File: src/rtl/dz_pkg.sv
// rtl/dz_pkg.sv - shared constants, glyph table and scan state type for the dot-matrix scanner
package dz_pkg;

    localparam logic [1:0] COLOR_OFF  = 2'b00;
    localparam logic [1:0] COLOR_RED  = 2'b01;
    localparam logic [1:0] COLOR_GRN  = 2'b10;
    localparam logic [1:0] COLOR_BOTH = 2'b11;

    localparam logic [7:0] ROW_IDLE    = 8'hFF;
    localparam logic [3:0] DIGIT_BLANK = 4'hF;

    // Row 0 is the top row; bit 7 is the leftmost column.
    localparam logic [7:0] GLYPH_TBL [0:9][0:7] = '{
        '{8'h3C, 8'h66, 8'h6E, 8'h76, 8'h66, 8'h66, 8'h3C, 8'h00},
        '{8'h18, 8'h38, 8'h18, 8'h18, 8'h18, 8'h18, 8'h7E, 8'h00},
        '{8'h3C, 8'h66, 8'h06, 8'h0C, 8'h30, 8'h60, 8'h7E, 8'h00},
        '{8'h3C, 8'h66, 8'h06, 8'h1C, 8'h06, 8'h66, 8'h3C, 8'h00},
        '{8'h0C, 8'h1C, 8'h3C, 8'h6C, 8'h7E, 8'h0C, 8'h0C, 8'h00},
        '{8'h7E, 8'h60, 8'h7C, 8'h06, 8'h06, 8'h66, 8'h3C, 8'h00},
        '{8'h3C, 8'h60, 8'h7C, 8'h66, 8'h66, 8'h66, 8'h3C, 8'h00},
        '{8'h7E, 8'h06, 8'h0C, 8'h18, 8'h30, 8'h30, 8'h30, 8'h00},
        '{8'h3C, 8'h66, 8'h66, 8'h3C, 8'h66, 8'h66, 8'h3C, 8'h00},
        '{8'h3C, 8'h66, 8'h66, 8'h3E, 8'h06, 8'h0C, 8'h38, 8'h00}
    };

    typedef enum logic {
        BLANK,
        DRIVE
    } dz_state_e;

endpackage

File: src/rtl/dz_glyph_rom.sv
// rtl/dz_glyph_rom.sv - combinational digit/row to column-pattern lookup, dark for non-digits
module dz_glyph_rom
    import dz_pkg::*;
(
    input  logic [3:0] digit_i,
    input  logic [2:0] row_idx_i,
    output logic [7:0] pattern_o
);

    always_comb begin
        pattern_o = 8'h00;
        if (digit_i <= 4'd9) begin
            pattern_o = GLYPH_TBL[digit_i][row_idx_i];
        end
    end

endmodule

File: src/rtl/dz_scan_ctrl.sv
// rtl/dz_scan_ctrl.sv - row-scan scheduler with per-slot blanking and frame-aligned digit swap
// Optional blinking of digit 0 is compiled in with DZ_BLINK_EN.
module dz_scan_ctrl
    import dz_pkg::*;
#(
    parameter int unsigned SCAN_DIV     = 125,
    parameter int unsigned BLANK_CYC    = 4,
    parameter int unsigned BLINK_FRAMES = 64
) (
    input  logic       clk_i,
    input  logic       rst_i,
    input  logic [3:0] digit_i,
    input  logic       digit_vld_i,
    input  logic [1:0] color_i,
    output logic [7:0] row_o,
    output logic [7:0] colr_o,
    output logic [7:0] colg_o,
    output logic       frame_start_o
);

    localparam int unsigned   SW              = $clog2(SCAN_DIV);
    localparam logic [SW-1:0] SLOT_LAST       = SW'(SCAN_DIV - 1);
    localparam logic [SW-1:0] SLOT_BLANK_LAST = SW'(BLANK_CYC - 1);

    logic [SW-1:0] slot_q, slot_d;
    logic [2:0]    row_idx_q, row_idx_d;
    dz_state_e     state_q, state_d;
    logic [3:0]    pending_q, pending_d;
    logic [3:0]    disp_q, disp_d;
    logic [7:0]    row_q, row_d;
    logic [7:0]    colr_q, colr_d;
    logic [7:0]    colg_q, colg_d;
    logic          frame_start_q, frame_start_d;
    logic          slot_end;
    logic          frame_end;
    logic          red_en;
    logic          grn_en;
    logic          blink_dark;
    logic [7:0]    glyph;

    dz_glyph_rom u_glyph_rom (
        .digit_i   (disp_q),
        .row_idx_i (row_idx_q),
        .pattern_o (glyph)
    );

    always_comb begin
        slot_end  = (slot_q == SLOT_LAST);
        frame_end = slot_end && (row_idx_q == 3'd7);
        slot_d    = slot_end ? '0 : slot_q + 1'b1;
        row_idx_d = slot_end ? row_idx_q + 3'd1 : row_idx_q;

        state_d = state_q;
        case (state_q)
            BLANK:   if (slot_q == SLOT_BLANK_LAST) state_d = DRIVE;
            DRIVE:   if (slot_end) state_d = BLANK;
            default: state_d = BLANK;
        endcase

        // A strobe landing exactly on the boundary bypasses pending so it is not lost for a frame.
        pending_d = digit_vld_i ? digit_i : pending_q;
        disp_d    = disp_q;
        if (frame_end) begin
            disp_d = digit_vld_i ? digit_i : pending_q;
        end

        red_en = (color_i == COLOR_RED) || (color_i == COLOR_BOTH);
        grn_en = (color_i == COLOR_GRN) || (color_i == COLOR_BOTH);

        row_d         = ROW_IDLE;
        colr_d        = 8'h00;
        colg_d        = 8'h00;
        frame_start_d = frame_end;
        if (state_q == DRIVE) begin
            row_d = ~(8'b1 << row_idx_q);
            if (color_i != COLOR_OFF && !blink_dark) begin
                colr_d = red_en ? glyph : 8'h00;
                colg_d = grn_en ? glyph : 8'h00;
            end
        end
    end

    always_ff @(posedge clk_i or posedge rst_i) begin
        if (rst_i) begin
            slot_q        <= '0;
            row_idx_q     <= 3'd0;
            state_q       <= BLANK;
            pending_q     <= DIGIT_BLANK;
            disp_q        <= DIGIT_BLANK;
            row_q         <= ROW_IDLE;
            colr_q        <= 8'h00;
            colg_q        <= 8'h00;
            frame_start_q <= 1'b0;
        end else begin
            slot_q        <= slot_d;
            row_idx_q     <= row_idx_d;
            state_q       <= state_d;
            pending_q     <= pending_d;
            disp_q        <= disp_d;
            row_q         <= row_d;
            colr_q        <= colr_d;
            colg_q        <= colg_d;
            frame_start_q <= frame_start_d;
        end
    end

`ifdef DZ_BLINK_EN
    localparam int unsigned   BW         = $clog2(2 * BLINK_FRAMES);
    localparam logic [BW-1:0] BLINK_LAST = BW'(2 * BLINK_FRAMES - 1);
    localparam logic [BW-1:0] BLINK_HALF = BW'(BLINK_FRAMES);

    logic [BW-1:0] blink_cnt_q, blink_cnt_d;

    // Restarting on every digit change makes a freshly shown 0 always begin in its lit half.
    always_comb begin
        blink_cnt_d = blink_cnt_q;
        if (disp_d != disp_q) begin
            blink_cnt_d = '0;
        end else if (frame_end) begin
            blink_cnt_d = (blink_cnt_q == BLINK_LAST) ? '0 : blink_cnt_q + 1'b1;
        end
    end

    always_ff @(posedge clk_i or posedge rst_i) begin
        if (rst_i) begin
            blink_cnt_q <= '0;
        end else begin
            blink_cnt_q <= blink_cnt_d;
        end
    end

    assign blink_dark = (disp_q == 4'd0) && (blink_cnt_q >= BLINK_HALF);
`else
    // BLINK_FRAMES only matters when blinking is compiled in.
    if (BLINK_FRAMES < 1) begin : g_blink_frames_unused
    end

    assign blink_dark = 1'b0;
`endif

    assign row_o         = row_q;
    assign colr_o        = colr_q;
    assign colg_o        = colg_q;
    assign frame_start_o = frame_start_q;

endmodule

File: config.mk
export PLATFORM = sky130hd
export DESIGN_NAME = dz_scan_ctrl
export DESIGN_NICKNAME = d
export VERILOG_FILES = /design/src/rtl/dz_pkg.sv /design/src/rtl/dz_glyph_rom.sv /design/src/rtl/dz_scan_ctrl.sv
export SDC_FILE = /design/constraint.sdc
export NUM_CORES = 1
export LEC_CHECK = 0
export ABC_AREA = 1
export CORE_ASPECT_RATIO = 1.1
export CORE_MARGIN = 10
export CORE_UTILIZATION = 40
export DETAILED_ROUTE_END_ITERATION = 16
export MAX_ROUTING_LAYER = met4
export RECOVER_POWER = 100
export REMOVE_ABC_BUFFERS = 1
export SYNTH_ARGS = -nofsm -noshare
export SYNTH_HDL_FRONTEND = slang
export SYNTH_SLANG_ARGS = --single-unit
File: constraint.sdc
create_clock -name clk_i -period 2.4 [get_ports clk_i]
set_input_delay 0.72 -clock clk_i [delete_from_list [all_inputs] [get_ports clk_i]]
set_output_delay 0.72 -clock clk_i [all_outputs]
set_load 0.01 [all_outputs]
-- After elaboration in Yosys (flattened, before gate mapping)
Memory sizes are Yosys's and may differ from the RTL's.
Index checks and enable logic that the tools add are counted.
Widths: inputs -> output; s select.
- muxes and demuxes: 18
- reductions and logical operators: 4
- bitwise operators: 4
- shifts and indexed selects: 1
- eq/ne operators: 6
- order comparisons: 3
- add/sub/neg operators: 2
- operator list (cell ; count):
    $mux 64 ; 2
    $mux 8 ; 10
    $bmux 8 s3 ; 1
    $not 8->8 ; 1
    $shl 1x3->8 const A ; 1
    $add 7x1->7 const B ; 1
    $eq 7x2->1 const B ; 1
    $eq 7x7->1 const B ; 1
    $mux 7 ; 1
    $ge 5x5->1 const B ; 1
    $not 4->5 ; 1
    $eq 2x2->1 const B ; 2
    $ge 4x4->1 const B ; 1
    $le 4x4->1 const B ; 1
    $mux 4 ; 1
    $not 3->4 ; 1
    $add 3x1->3 const B ; 1
    $eq 3x3->1 const B ; 1
    $eq 2x1->1 const B ; 1
    $logic_or 1x1->1 ; 2
    $mux 1 ; 2
    $pmux 1 s2 ; 1
    $reduce_bool 2->1 ; 1
    $logic_and 1x1->1 ; 1
    $not 1->1 ; 1
- memory bits (read-only): 1024
- flip-flop bits (word level): 44
- memories kept: 1
- memory list (memory ; words ; bits a word ; read ports ; clocked after Yosys merged registers in ; write ports ; line ; RTL):
    (no name shown) ; 16 ; 64 ; 1 ; 0 ; 0 ; dz_glyph_rom.sv:13 ; pattern_o = GLYPH_TBL[digit_i][row_idx_i];

-- Logic depth before layout (Yosys ltp)
- depth in word-level cells: 11
- mapped depth: 12
- depth with buffers taken out: 12

-- Cells and area by module
Synthesis repeated with hierarchy kept, for this count alone.
- cells, all modules: 310
- area total of the unflattened synthesis: 2491.1 sq um
- modules (own cells, without submodules) (module ; cells an instance ; area each (sq um) ; sequential area each (sq um) ; times used):
    dz_scan_ctrl ; 158 ; 1706.6 ; 1121.1 ; 1
    dz_glyph_rom ; 152 ; 784.5 ; 0.0 ; 1

-- Worst setup path after synthesis
OpenSTA, ideal clock, no wires.
- path type: register -> register
- from: register disp_q[0]
- to: register colg_q[2], in the netlist colg_o[2]
- slack: 0.677 ns
- data arrival time: 1.601 ns
- path buffers: 0
- clock period less this slack: 1.723 ns
- cell stages (with the launch flop): 12
- data required time: 2.277 ns
- cells stage by stage: dfstp_2 -> inv_1 -> ha_1 -> inv_1 -> nand2_1 -> inv_1 -> o21ai_0 -> nand3_1 -> nand2_1 -> nand2_1 -> nand3_1 -> nor2_1
- longest elaborated chain between the ends: 11
- ends and longest elaborated chain (what ; line ; RTL):
    start: declaration ; dz_scan_ctrl.sv:29 ; logic [3:0] disp_q, disp_d;
    start signal: assignment ; dz_scan_ctrl.sv:99 ; disp_q <= disp_d;
    $not 4->5 (implied by the code) ; dz_glyph_rom.sv:13 ;
    $mem_v2 16x64 ; n/a ;
    $mux 64 (implied by the code) (2 in series) ; dz_glyph_rom.sv:13 ;
    $bmux 8 s3 ; dz_glyph_rom.sv:13 ;
    $mux 8 (implied by the code) (2 in series) ; dz_glyph_rom.sv:13 ;
    $mux 8 (*) ; dz_glyph_rom.sv:12 ; if (digit_i <= 4'd9) begin
    $mux 8 (*) ; dz_scan_ctrl.sv:78 ; colg_d = grn_en ? glyph : 8'h00;
    $mux 8 (*) ; dz_scan_ctrl.sv:76 ; if (color_i != COLOR_OFF && !blink_dark) begin
    $mux 8 (*) ; dz_scan_ctrl.sv:74 ; if (state_q == DRIVE) begin
    net colg_d[2] ; dz_scan_ctrl.sv:32 ; logic [7:0] colg_q, colg_d;
    end signal: assignment ; dz_scan_ctrl.sv:102 ; colg_q <= colg_d;
    end: declaration ; dz_scan_ctrl.sv:32 ;
The timed path passes the listed nets; every way through them passes the cells marked *. The select of a mux whose other input is x is not followed.
A chain may end at the register's enable or synchronous reset.

-- Worst setup path in the final report
- from: register row_q[4], in the netlist row_o[4]
- to: output port row_o[4]
- RTL lines (what ; line ; RTL):
    start: declaration ; dz_scan_ctrl.sv:30 ; logic [7:0] row_q, row_d;
    start signal: assignment ; dz_scan_ctrl.sv:100 ; row_q <= row_d;
    end: declaration ; dz_scan_ctrl.sv:15 ; output logic [7:0] row_o,
No word-level cell between the ends.

==> results.md <==
* Register bit total from synthesis at 40
* Cell breakdown of the critical path: dlygate4sd3_1
* TNS Setup at 0 ps
* Met2 routed WL at 2130 um
* R2R cell count at 12
* Post-Synth Simple-Gate Area at 28.2%
* Row cnt at 28
* Vias in the first global route at 1755
* WHS Path Cells at 1
* CTS sink cnt at 40
* Share of layout cells above drive strength 1 at 12.9%
* Initial antenna violation count at 0
* Clock Pin Slew Worst Setup and Hold Paths at 80 ps
* Final min period at 2140 ps
* Warnings from Yosys at 0
* Detailed Place HPWL at 3490 um
* Net Switching at 0.270 mW
* Post-Syn Area at 2270 um^2
* CP peak stage delay at 600 ps
* Leak pwr at 1.22 nW
* Delay-heaviest family, CP: buffers and inverters
* Buf+Inv Stages, Crit Path at 1
* Worst vdd ir at 0.201 mV
* Number of port buffers at 29
* Top cells by count, synth: nand2_1 (70), nand3_1 (41), dfrtp_1 (24), nor2_1 (21), inv_1 (19)
* Sequential area share after synthesis at 45.1%
* CP Max Fanout at 1
* Top cell type by total area after synthesis: dfrtp_1
* Top cell type's share of synthesized area at 26.5%
* CTS tree: built
* Slew margin rel. at 38.1%
* Initial Util at 41.7%
* Via count at 1771
* Gate Count Post-Synth at 265
* Die area at 9080 um^2
* Core Footprint at 5430 um^2
* Xor/xnor share of the synthesized area at 1.16%
* Num CTS Buffers at 5
* Clock group share of total power at 39.6%
* Yosys cell types at 30
* Final Cycle Share at 89.0%
* Instance count on the critical path at 1
* Routed wl met3 at 353 um
* Largest net degree at the start of global routing at 41
* Die X at 91.8 um
* Fmax at 0.468 GHz
* Post-synth EDFFs at 0
* CP endpoint kind: primary output
* Seq pwr share at 57.1%
* Min Hold Slack at 510 ps
* Via density at 4.80
* Most common cell in the synthesized netlist: nand2_1
* GR Overflow Total at 0
* Compound-Gate Fraction of Synth Area at 7.51%
* RSZ-0062 raised after global routing: false
* Final WL at 4650 um
* First-pass GRT wire length at 8290 um
* Layout area overhead at 16.2%
* Fin nets at 316
* Final Hold Fails at 0
* Postcts setup bufs at 0
* Post-synth ARST share at 100%
* Hold crit path type: flip-flop to flip-flop
* Root Buffer: clkbuf_8
* P per Cell Area at 457 nW/um^2
* Gpl congestion at 0.947
* Drc violations at 0
* Largest family of logic cells by synthesized area: simple AND/OR/NAND/NOR gates
* Area contributors post-synth: dfrtp_1 (27%), dfstp_2 (19%), nand2_1 (12%), nand3_1 (9.1%), ha_1 (7.7%)
* DR WL/cell at 12.6 um
* Syn avg cell area at 8.55 um^2
* H-Tree Depth at 2
* Gate power share at 3.3%
* Iter 0 DRT Violations at 109
* Max layer used: met4
* Skew final at 6.48 ps
* Post-CTS Resized at 0
* Routed length on met1 at 2100 um
* Remaining antenna violation count at 0
* CTS Buffer Depth at 2
* Slew Limit Fails at 0
* Least-Margin Pin Slew at 928 ps
* Switch share at 22.4%
* Status: complete, no violations
* Final Setup Violations at 0
* Mux cell area share after synthesis at 1.99%
* IO Count at 34
* Clk_lat worst skew at 300 ps
* Max Cap Violations at 0
* Internal power at 0.935 mW
* # diodes at 0
* Post-CTS Hold Buffers at 0
* Synth Area in Adders at 7.73%
* Slowest cell on crit path: dlygate4sd3_1
* Crit Path Category: flip-flop to primary output
* DRT Pass-1 Iters at 4
* CP startpoint kind: flip-flop
* Critical Path RT at 1680 ps
* Main synth FF type: dfrtp_1
* GRT Util Overall at 11.1%
* Arr. time, crit path at 1420 ps
* Die Y-Extent at 98.9 um
[cells by family after synthesis]
logic type / after synthesis
and+or+nand+nor: 142
DFF: 40
other: 1
adders and majority gates: 14
buffers and inverters: 35
AOI/OAI and AO/OA: 26
muxes: 4
xor gates and xnor gates: 3
[layer usage]
| metal | global-route usage, % | up-vias |
|---|---|---|
| met5 | - | - |
| met3 | 4.25 | 9 |
| met2 | 17.8 | 49 |
| met4 | 3.56 | 0 |
| li1 | - | 904 |
| met1 | 12.6 | 809 |
[worst reg2reg max path, stage by stage, from the launching register on]
cell     delay [ps]
dfstp_2         620
inv_1           130
ha_1            340
inv_1            50
nand2_1         110
inv_1            80
o21ai_0         210
nand3_1         110
nand2_1          70
nand2_1          60
nand2_1          50
nand2_1          70
nor2_1           80
[registers in the layout, indices dropped and copies added (netlist names)]
signal,cells
row_o,8
slot_q,7
colg_o,6
colr_o,6
disp_q,4
pending_q,4
row_idx_q,3
frame_start_o,1
state_q,1
[cells in the final DEF, fill, tap and decap left out, drive strengths merged]
cell / count
a31oi: 2
mux2: 4
dfstp: 16
clkdlybuf4s50: 6
nor2: 26
xor2: 3
inv: 23
nand3: 43
o21ai: 15
clkinvlp: 2
conb: 4
a21oi: 6
nor4: 1
dlygate4sd3: 23
o211ai: 3
ha: 14
nand4: 1
nand2: 71
clkbuf: 7
dfrtp: 24
[final timing paths]
| kind | to | slack [ps] | from |
|---|---|---|---|
| setup / recovery | row_o[4] | 260 | row_o[4] |
| hold / removal | slot_q[0] | 510 | slot_q[0] |
| setup reg to reg | colr_o[6] | 370 | disp_q[0] |
| hold reg to reg | slot_q[0] | 510 | slot_q[0] |
| max in group asynchronous | colr_o[5] | 690 | rst_i |
| min in group asynchronous | colg_o[1] | 1140 | rst_i |
[layout make-up]
| cell class | count | area [um^2] |
|---|---|---|
| inverter | 23 | 86.3 |
| clock inverter | 2 | 15.0 |
| tap | 75 | 93.8 |
| multi-input combinational | 193 | 1040 |
| fill | 570 | 2800 |
| sequential | 40 | 1020 |
| clock buffer | 6 | 82.6 |
| timing repair buffer | 30 | 295 |
[power by group through the flow]
stage | combinational, mW | clock, mW | sequential (mW)
final | 0.0401 | 0.477 | 0.687
after global routing | 0.0458 | 0.522 | 0.688
after CTS | 0.0444 | 0.496 | 0.688
after detailed placement | 0.0439 | 0 | 0.700
after global placement | 0.0440 | 0 | 0.700
after floorplan | 0.0236 | 0 | 0.699
[stage by stage]
stage	power, mW	utilization [%]	cell area, um^2	setup slack (ps)	std cells
detailed placement	0.744	47.3	2570	480	361
CTS	1.23	49.1	2670	312	369
global placement	0.744	47.3	2570	486	361
finish	1.20	48.5	2630	263	369
global route	1.26	48.5	2630	121	369
floorplan	0.723	-	2180	665	256
No activity file was read; power rests on OpenSTA's default activity.
